File: src/rtl/lcd8080_ctrl.sv
// ---------------------------------------------------------------------------
// lcd8080_ctrl
//
// Host-side controller for an Intel-8080 style parallel LCD bus. The host
// queues command/data transfers into a small FIFO. A timing FSM plays each
// entry out as SETUP -> STROBE -> HOLD. Back-to-back entries keep cs low as
// one continuous burst. A latched hardware-reset request produces a single
// rst-low pulse, but only between transfers, so a transfer in flight is
// never cut short.
//
// Ports
//   pclk, prst       clock (rising edge), synchronous active-low reset
//   in_valid/ready   host push handshake (ready = FIFO not full)
//   in_rs, in_rd     entry type: rs (0 cmd / 1 data), rd (1 read / 0 write)
//   in_data          write payload
//   rd_valid/rd_data one-cycle pulse with the value sampled on a read
//   busy             FIFO non-empty or a transfer/reset in progress
//   hw_rst_req       one-cycle request for an LCD reset pulse
//   blk_en / blk     backlight enable, registered straight through
//   cs rs wr rd rst  8080 bus controls (cs, wr, rd, rst active-low)
//   data_o/data_oe   bus drive value and drive enable
//   data_i           bus sample value
// ---------------------------------------------------------------------------
module lcd8080_ctrl #(
  parameter int DW     = 16,
  parameter int DEPTH  = 16,
  parameter int T_LOW  = 2,
  parameter int T_HIGH = 2,
  parameter int T_RST  = 16
) (
  input  logic          pclk,
  input  logic          prst,
  input  logic          in_valid,
  output logic          in_ready,
  input  logic          in_rs,
  input  logic          in_rd,
  input  logic [DW-1:0] in_data,
  output logic          rd_valid,
  output logic [DW-1:0] rd_data,
  output logic          busy,
  input  logic          hw_rst_req,
  input  logic          blk_en,
  output logic          cs,
  output logic          rs,
  output logic          wr,
  output logic          rd,
  output logic          rst,
  output logic          blk,
  output logic [DW-1:0] data_o,
  output logic          data_oe,
  input  logic [DW-1:0] data_i
);

  localparam int AW     = (DEPTH > 1) ? $clog2(DEPTH) : 1;
  localparam int NW     = $clog2(DEPTH + 1);
  localparam int TMAX_A = (T_LOW > T_HIGH) ? T_LOW : T_HIGH;
  localparam int TMAX   = (T_RST > TMAX_A) ? T_RST : TMAX_A;
  localparam int TW     = $clog2(TMAX + 1);
  localparam int EW     = DW + 2;

  typedef enum logic [2:0] {
    S_IDLE   = 3'd0,
    S_SETUP  = 3'd1,
    S_STROBE = 3'd2,
    S_HOLD   = 3'd3,
    S_RESET  = 3'd4
  } state_t;

  // FIFO storage and bookkeeping
  logic [EW-1:0] r_mem [DEPTH];
  logic [AW-1:0] r_wptr;
  logic [AW-1:0] r_rptr;
  logic [NW-1:0] r_count;
  logic          w_full;
  logic          w_empty;
  logic          w_push;
  logic          w_pop;
  logic [EW-1:0] w_head;

  // FSM and the entry currently on the bus
  state_t        r_state;
  state_t        w_state_nxt;
  logic [TW-1:0] r_tmr;
  logic          r_rst_pend;
  logic          r_cur_rs;
  logic          r_cur_rd;
  logic [DW-1:0] r_cur_data;

  logic          r_rd_valid;
  logic [DW-1:0] r_rd_data;
  logic          r_blk;
  logic          w_in_xfer;
  logic          w_rd_capture;

  assign w_full  = (r_count == NW'(DEPTH));
  assign w_empty = (r_count == '0);
  // A pop in the same cycle does not free a slot for a push offered while full.
  assign w_push  = in_valid && !w_full;
  assign w_head  = r_mem[r_rptr];

  // ------------------------------------------------------------------ FIFO
  always_ff @(posedge pclk) begin
    if (w_push) begin
      r_mem[r_wptr] <= {in_rs, in_rd, in_data};
    end
  end

  always_ff @(posedge pclk) begin
    if (!prst) begin
      r_wptr  <= '0;
      r_rptr  <= '0;
      r_count <= '0;
    end else begin
      if (w_push) begin
        r_wptr <= r_wptr + AW'(1);
      end
      if (w_pop) begin
        r_rptr <= r_rptr + AW'(1);
      end
      case ({w_push, w_pop})
        2'b10:   r_count <= r_count + NW'(1);
        2'b01:   r_count <= r_count - NW'(1);
        default: r_count <= r_count;
      endcase
    end
  end

  // ------------------------------------------------------------------ FSM state register
  always_ff @(posedge pclk) begin
    if (!prst) begin
      r_state <= S_IDLE;
    end else begin
      r_state <= w_state_nxt;
    end
  end

  always_comb begin
    w_state_nxt = r_state;
    w_pop       = 1'b0;
    case (r_state)
      S_IDLE: begin
        if (r_rst_pend) begin
          w_state_nxt = S_RESET;
        end else if (!w_empty) begin
          w_pop       = 1'b1;
          w_state_nxt = S_SETUP;
        end
      end
      S_SETUP: begin
        w_state_nxt = S_STROBE;
      end
      S_STROBE: begin
        if (r_tmr == '0) begin
          w_state_nxt = S_HOLD;
        end
      end
      S_HOLD: begin
        if (r_tmr == '0) begin
          // A pending reset wins over a burst continuation; it is taken from IDLE.
          if (!r_rst_pend && !w_empty) begin
            w_pop       = 1'b1;
            w_state_nxt = S_SETUP;
          end else begin
            w_state_nxt = S_IDLE;
          end
        end
      end
      S_RESET: begin
        if (r_tmr == '0) begin
          w_state_nxt = S_IDLE;
        end
      end
      default: begin
        w_state_nxt = S_IDLE;
      end
    endcase
  end

  // ------------------------------------------------------------------ phase timer
  // Loaded with (length-1) on entry to a timed state, counts down to zero.
  always_ff @(posedge pclk) begin
    if (!prst) begin
      r_tmr <= '0;
    end else if (w_state_nxt != r_state) begin
      case (w_state_nxt)
        S_STROBE: r_tmr <= TW'(T_LOW - 1);
        S_HOLD:   r_tmr <= TW'(T_HIGH - 1);
        S_RESET:  r_tmr <= TW'(T_RST - 1);
        default:  r_tmr <= '0;
      endcase
    end else if (r_tmr != '0) begin
      r_tmr <= r_tmr - TW'(1);
    end
  end

  // ------------------------------------------------------------------ reset request latch
  // Cleared on entry to RESET; requests arriving while RESET runs are dropped
  // so one burst of requests yields exactly one pulse.
  always_ff @(posedge pclk) begin
    if (!prst) begin
      r_rst_pend <= 1'b0;
    end else if (r_state == S_RESET || w_state_nxt == S_RESET) begin
      r_rst_pend <= 1'b0;
    end else if (hw_rst_req) begin
      r_rst_pend <= 1'b1;
    end
  end

  // ------------------------------------------------------------------ current entry
  always_ff @(posedge pclk) begin
    if (!prst) begin
      r_cur_rs   <= 1'b0;
      r_cur_rd   <= 1'b0;
      r_cur_data <= '0;
    end else if (w_pop) begin
      r_cur_rs   <= w_head[EW-1];
      r_cur_rd   <= w_head[EW-2];
      r_cur_data <= w_head[DW-1:0];
    end
  end

  // ------------------------------------------------------------------ read capture
  // Sample on the edge that ends the last STROBE cycle; rd_valid is then high
  // for the first HOLD cycle together with the captured value.
  assign w_rd_capture = (r_state == S_STROBE) && (r_tmr == '0) && r_cur_rd;

  always_ff @(posedge pclk) begin
    if (!prst) begin
      r_rd_valid <= 1'b0;
      r_rd_data  <= '0;
    end else begin
      r_rd_valid <= w_rd_capture;
      if (w_rd_capture) begin
        r_rd_data <= data_i;
      end
    end
  end

  // ------------------------------------------------------------------ backlight
  always_ff @(posedge pclk) begin
    if (!prst) begin
      r_blk <= 1'b0;
    end else begin
      r_blk <= blk_en;
    end
  end

  // ------------------------------------------------------------------ outputs
  assign w_in_xfer = (r_state == S_SETUP) || (r_state == S_STROBE) || (r_state == S_HOLD);

  assign in_ready = !w_full;
  assign busy     = !w_empty || (r_state != S_IDLE);
  assign rd_valid = r_rd_valid;
  assign rd_data  = r_rd_data;
  assign cs       = !w_in_xfer;
  assign rs       = r_cur_rs;
  assign wr       = !((r_state == S_STROBE) && !r_cur_rd);
  assign rd       = !((r_state == S_STROBE) && r_cur_rd);
  assign rst      = (r_state != S_RESET);
  assign blk      = r_blk;
  // data_o keeps the last entry between transfers; only data_oe gates the bus.
  assign data_o   = r_cur_data;
  assign data_oe  = w_in_xfer && !r_cur_rd;

endmodule

File: config.mk
export PLATFORM = sky130hd
export DESIGN_NAME = lcd8080_ctrl
export DESIGN_NICKNAME = d
export VERILOG_FILES = /design/src/rtl/lcd8080_ctrl.sv
export SDC_FILE = /design/constraint.sdc
export NUM_CORES = 1
export LEC_CHECK = 0
export CORE_AREA = 4 4 170 214
export DETAILED_ROUTE_END_ITERATION = 16
export DIE_AREA = 0 0 174 218
export HOLD_SLACK_MARGIN = 0.06
export SETUP_SLACK_MARGIN = 0.1
export SLEW_MARGIN = 20
export SYNTH_ARGS = -nofsm -noshare
export SYNTH_HDL_FRONTEND = slang
export SYNTH_SLANG_ARGS = --single-unit
File: constraint.sdc
create_clock -name pclk -period 3 [get_ports pclk]
set_input_delay 0.9 -clock pclk [delete_from_list [all_inputs] [get_ports pclk]]
set_output_delay 0.9 -clock pclk [all_outputs]
set_load 0.02 [all_outputs]
Word-level counts from Yosys, hierarchy flattened
Memories as Yosys holds them, arrays and structs flattened. A register that Yosys moved wholly into a read port is not among the register bits.
Cells that the tools add are included.
{"block": "word_totals", "latchBits": 0, "out_inout_bits": 42, "n_memories": 1, "rom_bits": 0, "inputBits": 39, "regBits": 40, "ramBits": 288}
{"block": "op_classes", "eq_ne": 12, "addsub": 5, "mux": 18, "multipliers": 0, "n_bitwise": 1, "n_div": 0, "shifts": 0, "magnitude_cmp": 0, "n_reduce_logical": 28}
{"name": "r_mem", "depth": 16, "width": 18, "rd": 1, "rd_clocked_by_memory_dff": 1, "write_ports": 1, "line": "70", "text": "logic [EW-1:0] r_mem [DEPTH];"}
{"operator": "2-to-1 mux 3 bit", "n": 5}
{"operator": "case mux 3 bit (5 select lines)", "n": 1}
{"operator": "equality test 3 x 2 -> 1 bit, second input constant", "n": 4}
{"operator": "zero test 5 bit", "n": 2}
{"operator": "2-to-1 mux 5 bit", "n": 2}
{"operator": "case mux 5 bit (2 select lines)", "n": 1}
{"operator": "subtractor 5 x 1 -> 5 bit, second input constant", "n": 2}
{"operator": "adder 4 x 1 -> 4 bit, second input constant", "n": 2}
{"operator": "zero test 1 bit", "n": 8}
{"operator": "case mux 4 bit (2 select lines)", "n": 1}
{"operator": "logical AND 1 bit", "n": 7}
{"operator": "2-to-1 mux 1 bit", "n": 7}
{"operator": "equality test 3 bit, second input constant", "n": 2}
{"operator": "adder 5 x 1 -> 5 bit, second input constant", "n": 1}
{"operator": "equality test 5 bit, second input constant", "n": 1}
{"operator": "nonzero test 5 bit", "n": 1}
{"operator": "logical OR 1 bit", "n": 4}
{"operator": "nonzero test 2 bit", "n": 2}
{"operator": "OR reduction 2 bit", "n": 2}
{"operator": "equality test 3 x 1 -> 1 bit, second input constant", "n": 1}
{"operator": "zero test 3 bit", "n": 1}
{"operator": "!= test 3 bit", "n": 1}
{"operator": "!= test 3 bit, second input constant", "n": 1}
{"operator": "nonzero test 3 bit", "n": 1}
{"operator": "4 further kinds", "n": 4}

Logic depth before layout (Yosys ltp)
Gate-level depths: netlist of run 1.
{"block": "logic_depth", "depth_word": 10, "depth_mapped": 15}

Worst setup path before layout of run 1
Ideal clock, no wire load.
{"block": "synth_path", "path_type": "in2reg", "startpoint": "input port in_valid", "endpoint": "memory r_mem[3][0] (netlist name), enable pin", "required_time_ps": 2584, "cell_stages": 4, "t_arrival_ps": 2725, "path_buffers": 1, "slack_ps": -140, "cell_sequence": "o31a_1 clkbuf_1 nand2_1 nor3_1"}
{"block": "synth_between", "elab_chain_len": 3}
{"item": "from (decl)", "line": "33", "text": "input logic in_valid,"}
{"item": "logical AND 1 bit", "line": "98", "text": "assign w_push = in_valid && !w_full;"}
{"item": "2-to-1 mux 1 bit", "line": "103", "text": "if (w_push) begin"}
{"item": "2-to-1 mux 1 bit (not written as such)", "line": "104", "text": "r_mem[r_wptr] <= {in_rs, in_rd, in_data};"}
{"item": "to (decl)", "line": "70"}
Every way passes these cells.

Final worst setup path of run 1
{"block": "layout_path", "startpoint": "register r_count[0]", "endpoint": "output port in_ready"}
{"block": "layout_between", "elab_chain_len": 2}
{"item": "from (decl)", "line": "73", "text": "logic [NW-1:0] r_count;"}
{"item": "from (signal assigned)", "line": "121", "text": "2'b10: r_count <= r_count + NW'(1);"}
{"item": "from (signal assigned)", "line": "122", "text": "2'b01: r_count <= r_count - NW'(1);"}
{"item": "from (signal assigned)", "line": "123", "text": "default: r_count <= r_count;"}
{"item": "equality test 5 bit", "line": "95", "text": "assign w_full = (r_count == NW'(DEPTH));"}
{"item": "zero test 1 bit", "line": "251", "text": "assign in_ready = !w_full;"}
{"item": "to (decl)", "line": "34", "text": "output logic in_ready,"}
Every way passes these cells.

==> results_dict.tcl, run 1 <==
set metrics [dict create \
    outcome "finished clean" \
    multiInputGateArea_sq_mm 0.00365 \
    seq_area_frac_synth_pct 72.1 \
    latest_clock_arrival_within_the_worst_skew_pair_ns 0.52 \
    regArea_sq_mm 0.00982 \
    period_needed_ns 2.83 \
    synth_top_cells_by_area "edfxtp_1 (64%), mux4_2 (8.9%), dfxtp_1 (8.5%)" \
    postRouteAntennaNets 0 \
    finalSetupViolations 0 \
    vias_in_the_first_global_route 7590 \
    layout.cells.most_common_list "edfxtp_1 (288), clkdlybuf4s50_1 (75), mux4_2 (54)" \
    crit_path_max_fanout 5 \
    synth-async-reset-ratio_pct 0 \
    rsz0062_at_grt "no" \
    hold_viol_final 0 \
    cts_post_setup_buffers_inserted 0 \
    netlist_cell_types 53 \
    worst_setup_path_end_kind "output port" \
    placed_wire_length_estimate_after_detailed_placement_mm 18.1 \
    htree_num_levels 2 \
    worst_hold_slack_ns 0.449 \
    netlist.area_leader.share_pct 63.6 \
    avgViaCountPerCell 5.28 \
    cts_root_buffer "clkbuf_16" \
    core.rowCount 76 \
    dieArea_sq_mm 0.0379 \
    ys_warn_count 0 \
    place.port_buffers 80 \
    die_h_microns 218 \
    number_of_antenna_violations_at_the_first_check_in_global_routing 1 \
    final-max-slew-violation-count 0 \
    detail_route.iter0.violations 490 \
    routed_wl_mm 29.0 \
    share_of_layout_cells_above_drive_strength_1_pct 23.5 \
    syn-num-nets 863 \
    netlist_instances 812 \
    timing_worst_setup_path_type "reg2out" \
    worstSetupStartpointType "flop" \
    cts_buf_count 36 \
    grt_remaining_overflow 0 \
    hold_buffers 0 \
    layout.cells.most_common "edfxtp_1" \
    gr-usage-all-layers_pct 15.3 \
    num_io_pins 81 \
    wl_per_cell_microns 21.0 \
    antenna_cells 0 \
    ir_worst_vdd_v 0.000386 \
    grt_use_met1_pct 20.0 \
    grt.busiest_layer "met2" \
    clock_tree.buffer_depth 3 \
    netlist.top_cell.by_area "edfxtp_1" \
    synthFlopType "edfxtp_1" \
    fin_util_pct 48.2 \
    achievable-frequency_ghz 0.354 \
    min-delay-path-class "reg2reg" \
    initial_core_util_pct 39.7 \
    timing.critical_path.arrival_ns 1.93 \
    synthToLayoutAreaGrowth_pct 21.4 \
    route.detailed.drc 0 \
    final.setup_skew_ns 0.0231 \
    syn-mean-instance-area_sq_um 16.7 \
    num-nets-final 979 \
    design_power_total_uw 12500 \
    die_width_microns 174 \
    grt_use_met2_pct 26.4 \
    nFillCells 2926 \
    part_of_the_cycle_the_worst_path_needs_pct 94.2 \
    place_congestion 0.751 \
    maximum_number_of_pins_on_one_net_before_global_route_repair 48 \
    groute.layer.met3.usage_pct 2.95 \
    synth_area_sq_mm 0.0136 \
    vias 7312 \
    first_pass_grt_wire_length_mm 44.9 \
    cts.clk_slew.worst_paths_ns 0.06 \
    cap_viol_max_count 0 \
    synth_edf_count 288 \
    critical_path_required_ns 2.10 \
    timing.slew.headroom_pct 38.2 \
    cts_tree "built" \
    cellLeakagePower_uw 0.00528 \
    cellPowerDensity_mw_per_mm2 760 \
    worst_slew_pin_slew_ns 0.925 \
    total_core_area_sq_mm 0.0342 \
    first_pass_iters 6 \
    cts.sinks 346 \
    yosys_register_bits 346 \
]
layer usage:
metal / vias to the layer above / share of wire, %
li1: 3377 / -
met1: 3727 / 43
met2: 166 / 50
met3: 40 / 4.7
met4: 2 / 1.9
met5: - / 0.041
synth_stat cells (2+ instances only):
| cell type | number |
|---|---|
| xor2_1 | 3 |
| ha_1 | 11 |
| and2_1 | 12 |
| a21boi_1 | 10 |
| dfxtp_1 | 58 |
| o22ai_1 | 29 |
| buf_4 | 4 |
| nand2b_1 | 6 |
| a21oi_1 | 18 |
| mux4_2 | 54 |
| o21a_1 | 5 |
| nor2_1 | 42 |
| mux2_2 | 36 |
| inv_1 | 10 |
| buf_1 | 5 |
| xnor2_1 | 8 |
| clkbuf_1 | 27 |
| buf_2 | 10 |
| o21ai_0 | 31 |
| and3_1 | 2 |
| mux2i_1 | 12 |
| or3_1 | 2 |
| o211a_1 | 2 |
| nor2b_1 | 10 |
| o21ai_1 | 5 |
| edfxtp_1 | 288 |
| nand2_1 | 52 |
| nor3_1 | 20 |
| a21boi_0 | 7 |
| o211ai_1 | 2 |
| a211oi_1 | 9 |
registers in the layout (all words and copies together) (netlist names), 3 cells and up:
signal,count
data_o,16
r_count,5
r_mem,288
r_rptr,4
r_state,3
r_tmr,5
r_wptr,4
rd_data,16
worst paths after layout:
path | startpoint | endpoint | slack [ns] | depth (start not counted)
setup / recovery | r_count[0] | in_ready | 0.17 | 3
hold / removal | rd_data[5] | rd_data[5] | 0.45 | 2
setup reg to reg | r_tmr[0] | r_count[4] | 0.31 | 14
hold reg to reg | rd_data[5] | rd_data[5] | 0.45 | 2
worst max-delay path, cell delays in order, from the launching register on:
cell and delay (ns):
dfxtp_1 0.36, or3_4 0.42, or3_1 0.30, dlygate4sd2_1 0.32
final cells by class:
type / count / area share, %
Sequential cell: 346 / 59.5
Tap cell: 429 / 3.25
Multi-Input combinational cell: 407 / 22.1
Clock inverter: 13 / 0.804
Timing Repair Buffer: 126 / 7.74
Inverter: 11 / 0.250
Clock buffer: 52 / 6.32
per-stage QoR:
step           worst slack [ns]  TNS (ns)  cell area, sq um  std cells
2_1_floorplan             0.145         0             13600        812
3_3_place_gp            -0.0594   -0.0594             15300       1319
3_5_place_dp            -0.0294   -0.0294             15300       1319
4_1_cts                   0.111         0             16500       1384
5_1_grt                   0.104         0             16500       1384
6_report                  0.174         0             16500       1384
timing repair:
item,4_1_cts,5_1_grt
hold endpoints to repair,0,0
resized for setup,6,7
pin swaps,0,1
endpoints found under the setup margin,5,5
where the power goes:
| part | total (uW) | internal, uW | switching, uW |
|---|---|---|---|
| registers | 5690 | 5480 | 216 |
| clock network | 4360 | 2600 | 1760 |
| logic | 2500 | 1160 | 1340 |
kinds of logic after synthesis:
| family | after synthesis | synth area share, % |
|---|---|---|
| flip-flops | 346 | 72.1 |
| buffers and inverters | 59 | 1.90 |
| multiplexers | 102 | 12.8 |
| XOR/XNOR | 11 | 0.709 |
| AND/OR/NAND/NOR | 157 | 5.48 |
| AO/OA/AOI/OAI | 125 | 5.81 |
| adder cells (fa/ha/maj) | 12 | 1.16 |
No activity file was read; power rests on OpenSTA's default activity.
==> run 2, diff against run 1 <==
CORE_AREA = 4 4 200 182   (was 4 4 170 214)
CTS_BUF_LIST = sky130_fd_sc_hd__clkbuf_8   (was unset)
DIE_AREA = 0 0 204 186   (was 0 0 174 218)
MAX_ROUTING_LAYER = met4   (was unset)
==> results_dict.tcl, run 2 (synthesis results as in run 1) <==
set metrics [dict create \
    die_h_microns 186 \
    worst_setup_path_end_kind "output port" \
    achievable-frequency_ghz 0.364 \
    top_register "r_mem" \
    vias 7449 \
    vias_in_the_first_global_route 7613 \
    layout.cells.non_filler 1454 \
    place.port_buffers 80 \
    postRouteAntennaNets 0 \
    share_of_layout_cells_above_drive_strength_1_pct 24.6 \
    cellLeakagePower_uw 0.00532 \
    intPower_uw 8380 \
    wl_per_cell_microns 20.3 \
    initial_core_util_pct 40.0 \
    first_pass_grt_wire_length_mm 45.4 \
    place_congestion 0.777 \
    numPlacedInstances 1355 \
    min-delay-path-class "reg2reg" \
    timing_worst_setup_path_type "reg2out" \
    detail_route.iter0.violations 570 \
    cts_root_buffer "clkbuf_8" \
    final_tns_setup_ns 0 \
    clock_tree.buffer_depth 3 \
    hold_buffers 0 \
    largest_register_ffs 288 \
    route.detailed.drc 0 \
    layout.cells.most_common "edfxtp_1" \
    timing.slew.headroom_pct 47.1 \
    cellPowerDensity_mw_per_mm2 714 \
    worstSetupStartpointType "flop" \
    crit_path_max_fanout 8 \
    worst_slew_pin_slew_ns 0.792 \
    finalSetupViolations 0 \
    power.combinational.fraction_pct 22.0 \
    num_io_pins 81 \
    num-nets-final 1000 \
    placed_wire_length_estimate_after_detailed_placement_mm 18.3 \
    grt_remaining_overflow 0 \
    ir_worst_vdd_v 0.000338 \
    cap_viol_max_count 0 \
    critical_path_required_ns 2.10 \
    period_needed_ns 2.75 \
    timing.critical_path.arrival_ns 1.85 \
    worstRegToRegCells 14 \
    cts_post_setup_buffers_inserted 0 \
    dieArea_sq_mm 0.0379 \
    cts_buf_count 54 \
    synthToLayoutAreaGrowth_pct 20.6 \
    worst_hold_path_stage_count 2 \
    sw_frac_of_total_pct 28.4 \
    number_of_antenna_violations_at_the_first_check_in_global_routing 0 \
    die_width_microns 204 \
    final.setup_skew_ns 0.0434 \
    layout.cells.most_common_list "edfxtp_1 (288), clkdlybuf4s50_1 (74), clkbuf_8 (56)" \
    core.rowCount 64 \
    cts.sinks 346 \
    outcome "finished clean" \
    htree_num_levels 2 \
    avgViaCountPerCell 5.12 \
    total_core_area_sq_mm 0.0340 \
    part_of_the_cycle_the_worst_path_needs_pct 91.6 \
    hold_viol_final 0 \
    maximum_number_of_pins_on_one_net_before_global_route_repair 45 \
    design_power_total_uw 11700 \
    total_switching_power_uw 3330 \
    first_pass_iters 5 \
    cts_tree "built" \
    gr-usage-all-layers_pct 16.1 \
    latest_clock_arrival_within_the_worst_skew_pair_ns 0.60 \
    final-max-slew-violation-count 0 \
    power.share.clock_pct 29.8 \
    antenna_cells 0 \
    routed_wl_mm 29.5 \
    power_frac_seq_pct 48.2 \
    cts.clk_slew.worst_paths_ns 0.06 \
    rsz0062_at_grt "yes" \
]
[run 2: changes by cell type in the layout (fill, tap and decap cells not counted), sizes merged]
cell           delta
dlygate4sd2       -1
buf               +3
clkinv            +8
bufinv            -2
clkdlybuf4s50     -1
inv              +24
clkbuf            +6
[run 2: path summary, 6_finish.rpt]
| check | from | endpoint | slack, ns |
|---|---|---|---|
| max | r_state[1] | rst | 0.25 |
| max reg2reg | r_tmr[1] | r_count[4] | 0.31 |
| min | rd_data[7] | rd_data[7] | 0.45 |
| min reg2reg | rd_data[7] | rd_data[7] | 0.45 |
[run 2: worst max-delay path, stage by stage, from the launching register on]
cell and delay (ns):
dfxtp_2 0.36, nor2_2 0.18, buf_4 0.16, nand2_1 0.05, clkdlybuf4s50_1 0.54
[run 2: metal layers]
| layer | vias up | wire [microns] | GRT usage (%) |
|---|---|---|---|
| li1 | 3435 | - | - |
| met1 | 3758 | 13300 | 21.8 |
| met2 | 204 | 13800 | 25.4 |
| met3 | 52 | 1820 | 3.08 |
| met4 | 0 | 551 | 4.10 |
| met5 | - | 0 | - |
[run 2: power by group through the flow]
| stage | Clock, uW | Combinational [uW] | Sequential [uW] |
|---|---|---|---|
| 2_1_floorplan | 0 | 1630 | 5770 |
| 3_3_place_gp | 0 | 2590 | 5730 |
| 3_5_place_dp | 0 | 2600 | 5740 |
| 4_1_cts | 3640 | 2610 | 5650 |
| 5_1_grt | 3860 | 2840 | 5680 |
| 6_report | 3490 | 2570 | 5650 |
[run 2: layout make-up]
class	count	area [sq um]
timing repair buffer	129	1350
multi-input combinational	407	3640
tap	462	578
fill	2957	17600
clock inverter	43	193
inverter	11	41.3
sequential	346	9820
clock buffer	56	771
[run 2: timing repair]
action                     in CTS  in global routing
setup endpoints to repair       5                  4
resized for setup              11                  6
pin swaps                       0                  0
[run 2: stage by stage]
step | utilization [%] | hold slack, ns | area (sq um) | worst slack [ns]
after floorplan | - | 0.491 | 13600 | 0.145
after global placement | 45.3 | 0.441 | 15400 | -0.0616
after detailed placement | 45.3 | 0.444 | 15400 | -0.0415
after CTS | 48.2 | 0.452 | 16400 | 0.103
after global routing | 48.2 | 0.473 | 16400 | 0.0731
final | 48.2 | 0.448 | 16400 | 0.253
